$ cat config.mk
export PLATFORM = sky130hd
export DESIGN_NAME = hdlc_tx_sequencer
export DESIGN_NICKNAME = d
export VERILOG_FILES = /design/src/rtl/hdlc_tx_sequencer.sv
export SDC_FILE = /design/constraint.sdc
export NUM_CORES = 1
export LEC_CHECK = 0
export ABC_AREA = 0
export CAP_MARGIN = 20
export CORE_ASPECT_RATIO = 1.5
export CORE_MARGIN = 3
export CORE_UTILIZATION = 35
export DETAILED_ROUTE_END_ITERATION = 8
export SLEW_MARGIN = 20
export SYNTH_ARGS = -nofsm -noshare
export SYNTH_HDL_FRONTEND = slang
export SYNTH_SLANG_ARGS = --single-unit
$ cat constraint.sdc
create_clock -name Clk -period 2.87 [get_ports Clk]
set_clock_uncertainty 0.15 [all_clocks]
set_input_delay 0.287 -clock Clk [delete_from_list [all_inputs] [get_ports Clk]]
set_output_delay 0.287 -clock Clk [all_outputs]
set_load 0.01 [all_outputs]
$ cat src/rtl/hdlc_tx_sequencer.sv
// hdlc_tx_sequencer: HDLC frame transmitter with flags, zero insertion, CRC-16/X-25 FCS and abort
module hdlc_tx_sequencer #(
  parameter int MAX_FRAME = 126
) (
  input  logic       Clk,
  input  logic       Rst,
  input  logic       Tx_Enable,
  input  logic       Tx_AbortFrame,
  input  logic [7:0] Tx_FrameSize,
  input  logic       Tx_FCSen,
  output logic       Buf_RdEn,
  input  logic [7:0] Buf_Data,
  output logic       Tx,
  output logic       Tx_ValidFrame,
  output logic       Tx_Done,
  output logic       Tx_AbortedTrans
);
  typedef enum logic [2:0] {IDLE, START_FLAG, DATA, FCS, END_FLAG, ABORT} state_t;
  localparam logic [7:0] MAX_F = 8'(MAX_FRAME);
  state_t      state_q, state_d;
  logic [3:0]  cnt_q, cnt_d, nxt;
  logic        stuff_q, stuff_d;
  logic [2:0]  ones_q, ones_d;
  logic [15:0] crc_q, crc_d;
  logic [7:0]  byte_q, byte_d, nbyte_q, nbyte_d, left_q, left_d;
  logic        rd_pend_q, rd_pend_d, fcsen_q, fcsen_d, aborted_q, aborted_d;
  logic        tx_q, tx_d, valid_q, valid_d, done_q, done_d, abort_go;
  function automatic logic [15:0] crc_step(input logic [15:0] c, input logic b);
    return (c >> 1) ^ ((c[0] ^ b) ? 16'h8408 : 16'h0000);
  endfunction
  assign Buf_RdEn = cnt_q == 4'd6 && !stuff_q && (state_q == START_FLAG || (state_q == DATA && left_q != 8'd0));
  assign Tx = tx_q;
  assign Tx_ValidFrame = valid_q;
  assign Tx_Done = done_q;
  assign Tx_AbortedTrans = aborted_q;
  // cnt_q indexes the bit now on Tx; each cycle picks the next line bit, a stuff bit holds the payload position
  always_comb begin
    state_d = state_q;
    cnt_d = cnt_q;
    stuff_d = 1'b0;
    byte_d = byte_q;
    left_d = left_q;
    fcsen_d = fcsen_q;
    aborted_d = aborted_q | (state_q == ABORT);
    tx_d = 1'b1;
    valid_d = 1'b0;
    done_d = 1'b0;
    nxt = cnt_q + 4'd1;
    rd_pend_d = Buf_RdEn;
    nbyte_d = rd_pend_q ? Buf_Data : nbyte_q;
    abort_go = Tx_AbortFrame && valid_q && state_q != ABORT;
    if (abort_go) begin
      state_d = ABORT;
      cnt_d = 4'd0;
      tx_d = 1'b0;
      valid_d = 1'b1;
    end else begin
      case (state_q)
        IDLE: if (Tx_Enable && Tx_FrameSize != 8'd0 && Tx_FrameSize <= MAX_F) begin
          state_d = START_FLAG;
          cnt_d = 4'd0;
          tx_d = 1'b0;
          valid_d = 1'b1;
          left_d = Tx_FrameSize;
          fcsen_d = Tx_FCSen;
          aborted_d = 1'b0;
        end
        START_FLAG: begin
          valid_d = 1'b1;
          if (cnt_q != 4'd7) begin
            cnt_d = nxt;
            tx_d = cnt_q != 4'd6;
          end else begin
            state_d = DATA;
            cnt_d = 4'd0;
            byte_d = nbyte_d;
            left_d = left_q - 8'd1;
            tx_d = nbyte_d[0];
          end
        end
        DATA: begin
          valid_d = 1'b1;
          if (ones_q == 3'd5) begin
            tx_d = 1'b0;
            stuff_d = 1'b1;
          end else if (cnt_q != 4'd7) begin
            cnt_d = nxt;
            tx_d = byte_q[nxt[2:0]];
          end else if (left_q != 8'd0) begin
            cnt_d = 4'd0;
            byte_d = nbyte_d;
            left_d = left_q - 8'd1;
            tx_d = nbyte_d[0];
          end else if (fcsen_q) begin
            state_d = FCS;
            cnt_d = 4'd0;
            tx_d = ~crc_q[0];
          end else begin
            state_d = END_FLAG;
            cnt_d = 4'd0;
            tx_d = 1'b0;
          end
        end
        FCS: begin
          valid_d = 1'b1;
          if (ones_q == 3'd5) begin
            tx_d = 1'b0;
            stuff_d = 1'b1;
          end else if (cnt_q != 4'd15) begin
            cnt_d = nxt;
            tx_d = ~crc_q[nxt];
          end else begin
            state_d = END_FLAG;
            cnt_d = 4'd0;
            tx_d = 1'b0;
          end
        end
        END_FLAG: begin
          if (cnt_q != 4'd7) begin
            valid_d = 1'b1;
            cnt_d = nxt;
            tx_d = cnt_q != 4'd6;
          end else begin
            state_d = IDLE;
            done_d = 1'b1;
          end
        end
        ABORT: if (cnt_q != 4'd7) begin
          valid_d = 1'b1;
          cnt_d = nxt;
        end else begin
          state_d = IDLE;
        end
        default: state_d = IDLE;
      endcase
    end
    ones_d = ((state_d == DATA || state_d == FCS) && !stuff_d && tx_d) ? ones_q + 3'd1 : 3'd0;
    crc_d = state_q == IDLE ? 16'hFFFF : (state_d == DATA && !stuff_d) ? crc_step(crc_q, tx_d) : crc_q;
  end
  // state and line registers
  always_ff @(posedge Clk) begin
    if (Rst) begin
      state_q <= IDLE;
      cnt_q <= 4'd0;
      stuff_q <= 1'b0;
      ones_q <= 3'd0;
      crc_q <= 16'hFFFF;
      byte_q <= 8'd0;
      nbyte_q <= 8'd0;
      left_q <= 8'd0;
      rd_pend_q <= 1'b0;
      fcsen_q <= 1'b0;
      aborted_q <= 1'b0;
      tx_q <= 1'b1;
      valid_q <= 1'b0;
      done_q <= 1'b0;
    end else begin
      state_q <= state_d;
      cnt_q <= cnt_d;
      stuff_q <= stuff_d;
      ones_q <= ones_d;
      crc_q <= crc_d;
      byte_q <= byte_d;
      nbyte_q <= nbyte_d;
      left_q <= left_d;
      rd_pend_q <= rd_pend_d;
      fcsen_q <= fcsen_d;
      aborted_q <= aborted_d;
      tx_q <= tx_d;
      valid_q <= valid_d;
      done_q <= done_d;
    end
  end
endmodule

==> results of run 1 <==
-- metal layers --
metal | vias to the layer above | share of wire, % | GRT usage, %
li1 | 1263 | - | -
met1 | 1203 | 41 | 17.6
met2 | 63 | 51 | 26.2
met3 | 21 | 4.0 | 4.39
met4 | 0 | 4.1 | 10.1
met5 | - | 0 | 0
-- stage by stage --
stage,hold slack [ns],util (%),instances,TNS [ns],total power [W]
2_1_floorplan,0.252,-,331,0,0.00111
6_report,0.280,45.9,474,0,0.00240
4_1_cts,0.282,45.4,474,0,0.00242
3_5_place_dp,0.274,41.3,458,-0.212,0.00124
3_3_place_gp,0.272,41.3,458,0,0.00123
5_1_grt,0.312,45.9,474,-0.0474,0.00252
-- sequential cells by signal, indices dropped and copies added (netlist names) --
register         flops
stuff_q              1
ones_q               3
state_q              3
rd_pend_q            1
Tx_Done              1
Tx_ValidFrame        1
byte_q               8
fcsen_q              1
Tx_AbortedTrans      1
cnt_q                4
crc_q               16
left_q               8
nbyte_q              8
Tx                   1
-- layout make-up --
| class | count | area (sq um) |
|---|---|---|
| Fill cell | 779 | 4410 |
| Multi-Input combinational cell | 246 | 1720 |
| Clock buffer | 11 | 253 |
| Clock inverter | 5 | 77.6 |
| Timing Repair Buffer | 44 | 397 |
| Sequential cell | 57 | 1140 |
| Tap cell | 105 | 131 |
| Inverter | 6 | 22.5 |
-- timing repair --
item	in CTS	in global routing
resized for setup	1	8
hold endpoints to repair	0	0
setup endpoints to repair	14	27
setup buffers	0	0
-- report_power, final --
group | total, W | leakage, nW | internal, W | switching [W]
sequential | 0.000859 | 0.463 | 0.000827 | 0.0000318
clock | 0.00117 | 0.162 | 0.000802 | 0.000365
combinational | 0.000378 | 0.864 | 0.000178 | 0.000201
-- cell usage in the layout, fill, tap and decap left out, drive strengths merged, types with 3 or more instances in the layout --
| cell | count |
|---|---|
| a211oi | 9 |
| inv | 6 |
| o221ai | 3 |
| nand2 | 29 |
| a22o | 3 |
| a21oi | 12 |
| nor2b | 4 |
| nand3 | 5 |
| o211ai | 4 |
| nand3b | 3 |
| clkbuf | 11 |
| ha | 6 |
| buf | 19 |
| nor2 | 54 |
| o31ai | 3 |
| nand2b | 8 |
| mux2i | 28 |
| a22oi | 7 |
| nor4 | 3 |
| o21ai | 14 |
| dfxtp | 57 |
| clkdlybuf4s50 | 25 |
| nor3 | 13 |
| mux4 | 6 |
| and2 | 3 |
-- worst max-delay path by stage --
stage,from,endpoint,slack (ns),cells past startpoint
final,state_q[1]$_SDFF_PP0_,Buf_RdEn,0.13,6
after global routing,cnt_q[0]$_SDFFE_PP0P_,left_q[4]$_SDFFE_PP0P_,-0.02,11
after CTS,cnt_q[0]$_SDFFE_PP0P_,crc_q[3]$_SDFFE_PP1P_,0.01,9
after detailed placement,left_q[1]$_SDFFE_PP0P_,crc_q[13]$_SDFFE_PP1P_,-0.04,9
after global placement,Tx_FrameSize[6],crc_q[10]$_SDFFE_PP1P_,0.03,8
after floorplan,cnt_q[0]$_SDFFE_PP0P_,crc_q[3]$_SDFFE_PP1P_,0.18,10
-- cells by family after synthesis --
group	Yosys count	synth area share [%]
AND/OR/NAND/NOR	132	20.8
AO/OA/AOI/OAI	68	16.5
flip-flops	57	38.3
multiplexers	34	13.9
buffers and inverters	28	5.25
XOR/XNOR	6	2.69
adder cells (fa/ha/maj)	6	2.52
==> reports/qor.txt, run 1 <==
Run status = finished, final reports clean
CP endpoint kind = primary output
Slew Viols, Final = 0
Setup CP Type = register to primary output
Worst-path fanout max = 9
Commonest cells post-synth = dfxtp_1 (57), nor2_1 (54), nand2_1 (29), mux2i_1 (28), o21ai_0 (13)
Hold Path Stages = 1
Mapped Nets = 358
Share of cells above drive strength 1 = 14.6%
Fmax = 365 MHz
Number of synthesized flops with an enable pin = 0
#FFs+latches synth = 57
WHS Endpoint = rd_pend_q$_SDFF_PP0_
Placed Area = 3370 sq um
Yosys warning count = 0
Worst Hold Launch = stuff_q$_SDFF_PP0_
R2R Setup Slk = 0.16 ns
Buf/Inv on CP = 2
PwrDens = 642 nW/um^2
Worst-path clk slew = 0.05 ns
Post-synth top area cell = dfxtp_1
CP max stage delay = 0.60 ns
Crit-path slowest cell = clkdlybuf4s50_1
Cts hold-fix bufs = 0
Drt total wl = 7.09 mm
DR DRC count = 0
Post-synth cell types = 54
Die X = 81.3 microns
Worst-path cell chain = buf_4 -> nor2_1 -> nand2_1 -> a21boi_0 -> nor3_1 -> clkdlybuf4s50_1
Post-synth top area share = 38.3%
Vias per inst = 5.38
Die height = 119 microns
Wire per inst = 14.9 microns
Synth Area per Inst = 9.00 sq um
Die ar. = 9680 sq um
Pre-CTS setup slack = -0.0430 ns
Post-synthesis async set-or-reset flop share = 0%
Synthesized cell area = 2980 sq um
Max_cap viols = 0
RSZ-0062 raised after global routing = true
Worst endpoint data arrival time = 2.30 ns
WP data required = 2.43 ns
Cells on worst reg2reg path = 9
Worst-Skew Late Latency = 0.33 ns
# nets final = 391
Grt ovf = 0
CTS Root Cell = clkbuf_16
Top-level port count = 26
Iter 0 DRT Violations = 152
Lkg Pwr = 1.49 nW
RePlAce Congestion = 0.877
Vias = 2550
Vias in the first global route = 2503
Worst R2R End = crc_q[7]$_SDFFE_PP1P_
Area contributors post-synth = dfxtp_1 (38%), mux2i_1 (9.4%), nor2_1 (6.8%)
# setup viols final = 0
Post-DP HPWL = 5.15 mm
Top-count cell post-synth = dfxtp_1
Post-route ant nets = 0
Initial Util = 36.5%
Ys flop type = dfxtp_1
Number of H-tree levels = 3
# diodes = 0
CTS Sinks = 57
Core area = 8160 sq um
Setup WS post-layout = 0.131 ns
Drt first pass iters = 4
Synth Instances = 331
Tcrit/Tclk final = 95.4%
Worst slew pin tran = 0.916 ns
GRT Resource Usage Total = 15.9%
Clock Tree Buf Depth = 2
IO Port Bufs = 25
Area Growth Syn to Fin = 25.7%
TritonCTS clock tree = yes
Initial antenna violation count = 0
Hold Crit Class = register to register
Final critical path time including I/O delays and setup = 2.74 ns
Worst reg2reg path startpoint = cnt_q[0]$_SDFFE_PP0P_
First-pass GRT wire length = 11.8 mm
Seq/Total Area, Yosys = 38.3%
Worst relative slew slack = 38.7%
Total CTS buffers = 9
Post-route design area = 3750 sq um
Startpoint types = register
Largest net degree at the start of global routing = 25
Peak supply drop = 0.298 mV
Fin. Hold Viols = 0
Worst path top cell family by delay = buffers and inverters
Num rows = 40
No activity file was read; power rests on OpenSTA's default activity.
==> run 2, diff against run 1 <==
PLACE_DENSITY = 0.59   (was default)
==> run 2 against run 1 <==
  * Sequential share of layout area down 0.081 points
  * Largest power group unchanged
  * Cell count is 1.3% higher
  * First-iteration DRC count shrank 17%
  * Critical path depth rose by 5
  * Cell area increased by 0.27%
  * Flip-flop and latch count is the same
  * Setup slack gained 0.011 ns
  * Clock-buffer cell count grew 1
  * Die area unchanged
==> reports/qor.txt, run 2 (synthesis results as in run 1) <==
FF/Latch Area = 1140 sq um (unchanged)
First-pass GRT wire length = 11.6 mm (-2.1%)
RePlAce Congestion = 0.954 (+8.8%)
DR DRC count = 0 (unchanged)
Sequential power share = 37.4% (+1.7 points)
Total power = 0.00229 W (-4.7%)
Setup bufs post-CTS = 0 (unchanged)
Setup CP Type = register to register
PwrDens = 610 nW/um^2 (-4.9%)
Max FFs per register = 16 (unchanged)
Peak supply drop = 0.313 mV (+5.1%)
Worst slew pin tran = 0.592 ns (-0.324 ns)
Initial antenna violation count = 0 (unchanged)
Hold_ws = 0.275 ns (-0.00459 ns)
Switching power = 0.000575 W (-3.7%)
Final critical path time including I/O delays and setup = 2.73 ns (-0.0109 ns)
GRT Resource Usage Total = 15.5% (-0.45 points)
Worst-path clk slew = 0.05 ns (about the same)
Worst relative slew slack = 60.5% (+22 points)
Commonest non-fill, non-tap cell in the layout = dfxtp_1
Hold Crit Class = register to register
WP data required = 2.93 ns (+0.50 ns)
Fmax = 367 MHz (+0.40%)
Drt first pass iters = 4 (unchanged)
CTS Root Cell = clkbuf_16
Startpoint types = register
Die ar. = 9680 sq um (unchanged)
Vias in the first global route = 2409 (-3.8%)
Non-filler cells, final = 480 (+1.3%)
CP endpoint kind = register
Multi-input gate area = 1730 sq um (+0.58%)
Top-level port count = 26 (unchanged)
Max_cap viols = 0 (unchanged)
Fill cells = 783 (+0.51%)
Run status = finished, final reports clean
Total CTS buffers = 9 (unchanged)
IO Port Bufs = 25 (unchanged)
Top reg by flops = crc_q
Post-DP HPWL = 4.95 mm (-4.0%)
Core area = 8160 sq um (unchanged)
Grt ovf = 0 (unchanged)
Clk pwr share = 45.8% (-2.7 points)
Initial Util = 36.5% (unchanged)
Cts hold-fix bufs = 0 (unchanged)
Gate power share = 16.8% (+1.1 points)
Setup TNS = 0 ns (unchanged)
Inst Count DP = 463 (+1.1%)
CTS Sinks = 57 (unchanged)
Num rows = 40 (unchanged)
# nets final = 398 (+1.8%)
Util after Layout = 46.0% (+0.12 points)
Worst path top cell family by delay = compound AO/OA/AOI/OAI gates
Number of H-tree levels = 3 (unchanged)
Vias = 2553 (+0.12%)
Iter 0 DRT Violations = 126 (-17%)
Worst endpoint data arrival time = 2.79 ns (+0.49 ns)
TritonCTS clock tree = yes
Crit-path slowest cell = mux4_2
Most frequent cells in the layout = dfxtp_1 (57), nor2_1 (53), nand2_1 (29)
CP max stage delay = 0.48 ns (-0.12 ns)
Worst-path cell chain = inv_1 -> ha_1 -> buf_4 -> mux4_2 -> nand2_1 -> o21ai_0 -> o211ai_1 -> a31oi_2 -> buf_4 -> buf_4 -> or2_2
Buf/Inv on CP = 4 (+2)
Area Growth Syn to Fin = 26.1%
Post-route ant nets = 0 (unchanged)
Critical path's most frequent cell = buf_4
Drt total wl = 7.08 mm (about the same)
Share of cells above drive strength 1 = 15.7% (+1.1 points)
# diodes = 0 (unchanged)
Internal = 0.00172 W (-5.0%)
Lkg Pwr = 1.49 nW (+0.15%)
Wire per inst = 14.8 microns (-1.3%)
Worst-path fanout max = 4 (-5)
# setup viols final = 0 (unchanged)
Tcrit/Tclk final = 95.0% (-0.38 points)
Fin. Hold Viols = 0 (unchanged)
Die height = 119 microns (unchanged)
Sw frac = 25.1% (+0.26 points)
Die X = 81.3 microns (unchanged)
RSZ-0062 raised after global routing = false
Worst-Skew Late Latency = 0.33 ns (about the same)
Slew Viols, Final = 0 (unchanged)
Largest net degree at the start of global routing = 35 (+40%)
Vias per inst = 5.32 (-1.1%)
Clock Tree Buf Depth = 2 (unchanged)
-- run 2: power by group through the flow --
stage                     Sequential [W]  Clock (W)  Combinational, W
final                           0.000856    0.00105          0.000386
after global routing            0.000860    0.00111          0.000430
after CTS                       0.000856    0.00107          0.000376
after detailed placement        0.000871          0          0.000373
after global placement          0.000870          0          0.000369
after floorplan                 0.000863          0          0.000245
-- run 2: repair_timing --
item                       CTS  global route
setup endpoints to repair    8            25
resized for setup            1             9
gates cloned                 0             2
pin swaps                    0             1
-- run 2: metrics by stage --
| step | setup slack [ns] | instance area, sq um |
|---|---|---|
| floorplan | 0.176 | 2980 |
| global placement | 0.00932 | 3410 |
| detailed placement | -0.0376 | 3410 |
| CTS | 0.0465 | 3710 |
| global route | 0.0117 | 3760 |
| finish | 0.142 | 3760 |
-- run 2: final cells by class --
type                       instances  area share, %
tap                              105           3.50
clock buffer                      12           6.83
sequential                        57           30.4
clock inverter                     3           1.07
multi-input combinational        248           46.2
timing repair buffer              49           11.5
inverter                           6          0.600
-- run 2: worst register-to-register path, delay by kind of cell, from the launching register on --
family          cells  cell delay, ns
simple gates        2            0.34
fa+ha+maj           1            0.29
compound gates      3            0.50
flops               1            0.36
buf+inv             4            0.49
mux                 1            0.48
-- run 2: worst paths after layout --
check / startpoint / end / slack, ns / cells past startpoint
setup / recovery: cnt_q[0]$_SDFFE_PP0P_ / Tx$_SDFF_PP1_ / 0.14 / 11
hold reg to reg: stuff_q$_SDFF_PP0_ / rd_pend_q$_SDFF_PP0_ / 0.28 / 1
setup reg to reg: cnt_q[0]$_SDFFE_PP0P_ / Tx$_SDFF_PP1_ / 0.14 / 11
hold / removal: stuff_q$_SDFF_PP0_ / rd_pend_q$_SDFF_PP0_ / 0.28 / 1
-- run 2: layer usage --
layer	global-route usage (%)	share of wire, %	vias up
li1	-	-	1283
met1	19.6	44	1206
met2	24.1	50	48
met3	3.48	3.3	16
met4	8.14	2.7	0
met5	0	0	-
==> run 3, diff against run 2 <==
CTS_BUF_LIST = sky130_fd_sc_hd__clkbuf_4   (was default)
==> run 3 against run 2 <==
  * Combinational power about the same
  * Via count is 0.82% lower
  * Critical path depth is the same
  * Wire length decreased by 0.16%
  * Register-to-register slack got worse by 0.02 ns
  * Critical path type unchanged
==> reports/qor.txt, run 3 (synthesis results as in run 1) <==
Run status = finished, final reports clean
IO Port Bufs = 25 (unchanged)
CTS Root Cell = clkbuf_4
# diodes = 0 (unchanged)
Setup WS post-layout = 0.120 ns (-0.0219 ns)
Crit path to = Tx$_SDFF_PP1_
Peak supply drop = 0.196 mV (-37%)
Largest net degree at the start of global routing = 35 (unchanged)
Max FFs per register = 16 (unchanged)
Worst endpoint data arrival time = 2.90 ns (+0.11 ns)
Critical path's most frequent cell = buf_4
CP endpoint kind = register
Worst slew pin tran = 0.604 ns (+0.0113 ns)
Setup CP Type = register to register
Drt total wl = 7.07 mm (-0.16%)
Worst-path cell chain = inv_1 -> ha_1 -> buf_4 -> mux4_2 -> nand2_1 -> o21ai_0 -> o211ai_1 -> a31oi_2 -> buf_4 -> buf_4 -> or2_2
First-pass GRT wire length = 11.6 mm (about the same)
Crit-path slowest cell = mux4_2
Worst relative slew slack = 59.7% (-0.76 points)
Wire per inst = 14.7 microns (-0.16%)
Worst-Skew Late Latency = 0.41 ns (+0.08 ns)
Area Growth Syn to Fin = 20.6%
Util after Layout = 44.0% (-2.0 points)
Drt first pass iters = 4 (unchanged)
Vias in the first global route = 2418 (+0.37%)
CP max stage delay = 0.48 ns (about the same)
Max_cap viols = 0 (unchanged)
Cells on worst reg2reg path = 11 (unchanged)
Worst-path fanout max = 4 (unchanged)
Core area = 8160 sq um (unchanged)
Die ar. = 9680 sq um (unchanged)
RePlAce Congestion = 0.954 (unchanged)
Die X = 81.3 microns (unchanged)
Top reg by flops = crc_q
RSZ-0062 raised after global routing = false
PwrDens = 497 nW/um^2 (-19%)
Pre-CTS setup slack = -0.0376 ns (unchanged)
DR DRC count = 0 (unchanged)
Slew Viols, Final = 0 (unchanged)
Final critical path time including I/O delays and setup = 2.75 ns (+0.0219 ns)
Hold Crit Class = register to register
CTS Sinks = 57 (unchanged)
Worst R2R End = Tx$_SDFF_PP1_
Worst Setup SP = cnt_q[0]$_SDFFE_PP0P_
Startpoint types = register
Fin. Hold Viols = 0 (unchanged)
Iter 0 DRT Violations = 110 (-13%)
R2R Setup Slk = 0.12 ns (-0.02 ns)
Top-level port count = 26 (unchanged)
Num rows = 40 (unchanged)
Fmax = 364 MHz (-0.80%)
GRT Resource Usage Total = 15.5% (about the same)
Vias = 2532 (-0.82%)
Total CTS buffers = 9 (unchanged)
Most frequent cells in the layout = dfxtp_1 (57), nor2_1 (53), nand2_1 (29)
Clock Tree Buf Depth = 2 (unchanged)
Non-filler cells, final = 480 (unchanged)
Vias per inst = 5.28 (-0.82%)
Initial Util = 36.5% (unchanged)
Initial antenna violation count = 0 (unchanged)
Grt ovf = 0 (unchanged)
Die height = 119 microns (unchanged)
Cts hold-fix bufs = 0 (unchanged)
Post-DP HPWL = 4.95 mm (unchanged)
Hold_ws = 0.286 ns (+0.0103 ns)
Post-route ant nets = 0 (unchanged)
Lkg Pwr = 1.41 nW (-5.1%)
TritonCTS clock tree = yes
Worst reg2reg path startpoint = cnt_q[0]$_SDFFE_PP0P_
# nets final = 398 (unchanged)
Commonest non-fill, non-tap cell in the layout = dfxtp_1
Share of cells above drive strength 1 = 16.0% (+0.27 points)
WP data required = 3.02 ns (+0.09 ns)
# setup viols final = 0 (unchanged)
Inst Count DP = 463 (unchanged)
Worst-path clk slew = 0.09 ns (+0.04 ns)
Tcrit/Tclk final = 95.8% (+0.76 points)
Number of H-tree levels = 3 (unchanged)
run 3: changes by cell type in the layout (fill, tap and decap cells not counted):
cell       delta
clkbuf_1      -1
clkbuf_16     -9
o31ai_2       +1
nor4b_1       -1
nor4b_2       +1
o31ai_1       -1
clkinv_1      +2
clkbuf_4     +10
clkbuf_8      -2
run 3: area by class of cell:
| class | instances | area (sq um) |
|---|---|---|
| clock buffers | 10 | 75.1 |
| multi-input cells | 248 | 1750 |
| clock inverters | 5 | 47.5 |
| well taps | 105 | 131 |
| fillers | 796 | 4560 |
| repair buffers | 49 | 430 |
| flip-flops and latches | 57 | 1140 |
| inverters | 6 | 22.5 |
run 3: routing by layer:
layer	vias up	track usage, %	wire [microns]
met5	-	0	0
met4	0	8.03	149
met3	13	3.25	264
met2	49	24.5	3620
met1	1186	19.4	3040
li1	1284	-	-
run 3: power breakdown:
part / switching [W] / internal, W
Sequential: 0.0000293 / 0.000824
Clock: 0.000281 / 0.000262
Combinational: 0.000206 / 0.000182
run 3: worst max-delay path: cells and delay by family, from the launching register on:
family	cells	cell delay, ns
compound gates	3	0.51
buf+inv	4	0.48
mux	1	0.48
flops	1	0.38
simple gates	2	0.34
fa+ha+maj	1	0.29
run 3: metrics by stage:
step / area (sq um) / TNS, ns / total power (W)
after detailed placement: 3410 / -0.0376 / 0.00124
after global routing: 3590 / 0 / 0.00189
after global placement: 3410 / 0 / 0.00124
final: 3590 / 0 / 0.00179
after CTS: 3530 / 0 / 0.00179
after floorplan: 2980 / 0 / 0.00111
run 3: worst min-delay path by stage:
stage	startpoint	to	depth (start not counted)
floorplan	stuff_q$_SDFF_PP0_	rd_pend_q$_SDFF_PP0_	1
global placement	stuff_q$_SDFF_PP0_	rd_pend_q$_SDFF_PP0_	1
detailed placement	stuff_q$_SDFF_PP0_	rd_pend_q$_SDFF_PP0_	1
CTS	stuff_q$_SDFF_PP0_	rd_pend_q$_SDFF_PP0_	1
global route	stuff_q$_SDFF_PP0_	rd_pend_q$_SDFF_PP0_	1
finish	stuff_q$_SDFF_PP0_	rd_pend_q$_SDFF_PP0_	1
run 3: what timing repair did:
item                                   4_1_cts  5_1_grt
gates resized for setup                      2       10
pin swaps                                    0        1
endpoints found under the hold margin        0        0
setup endpoints to repair                    9       25
setup buffers                                0        0
cloned                                       0        2
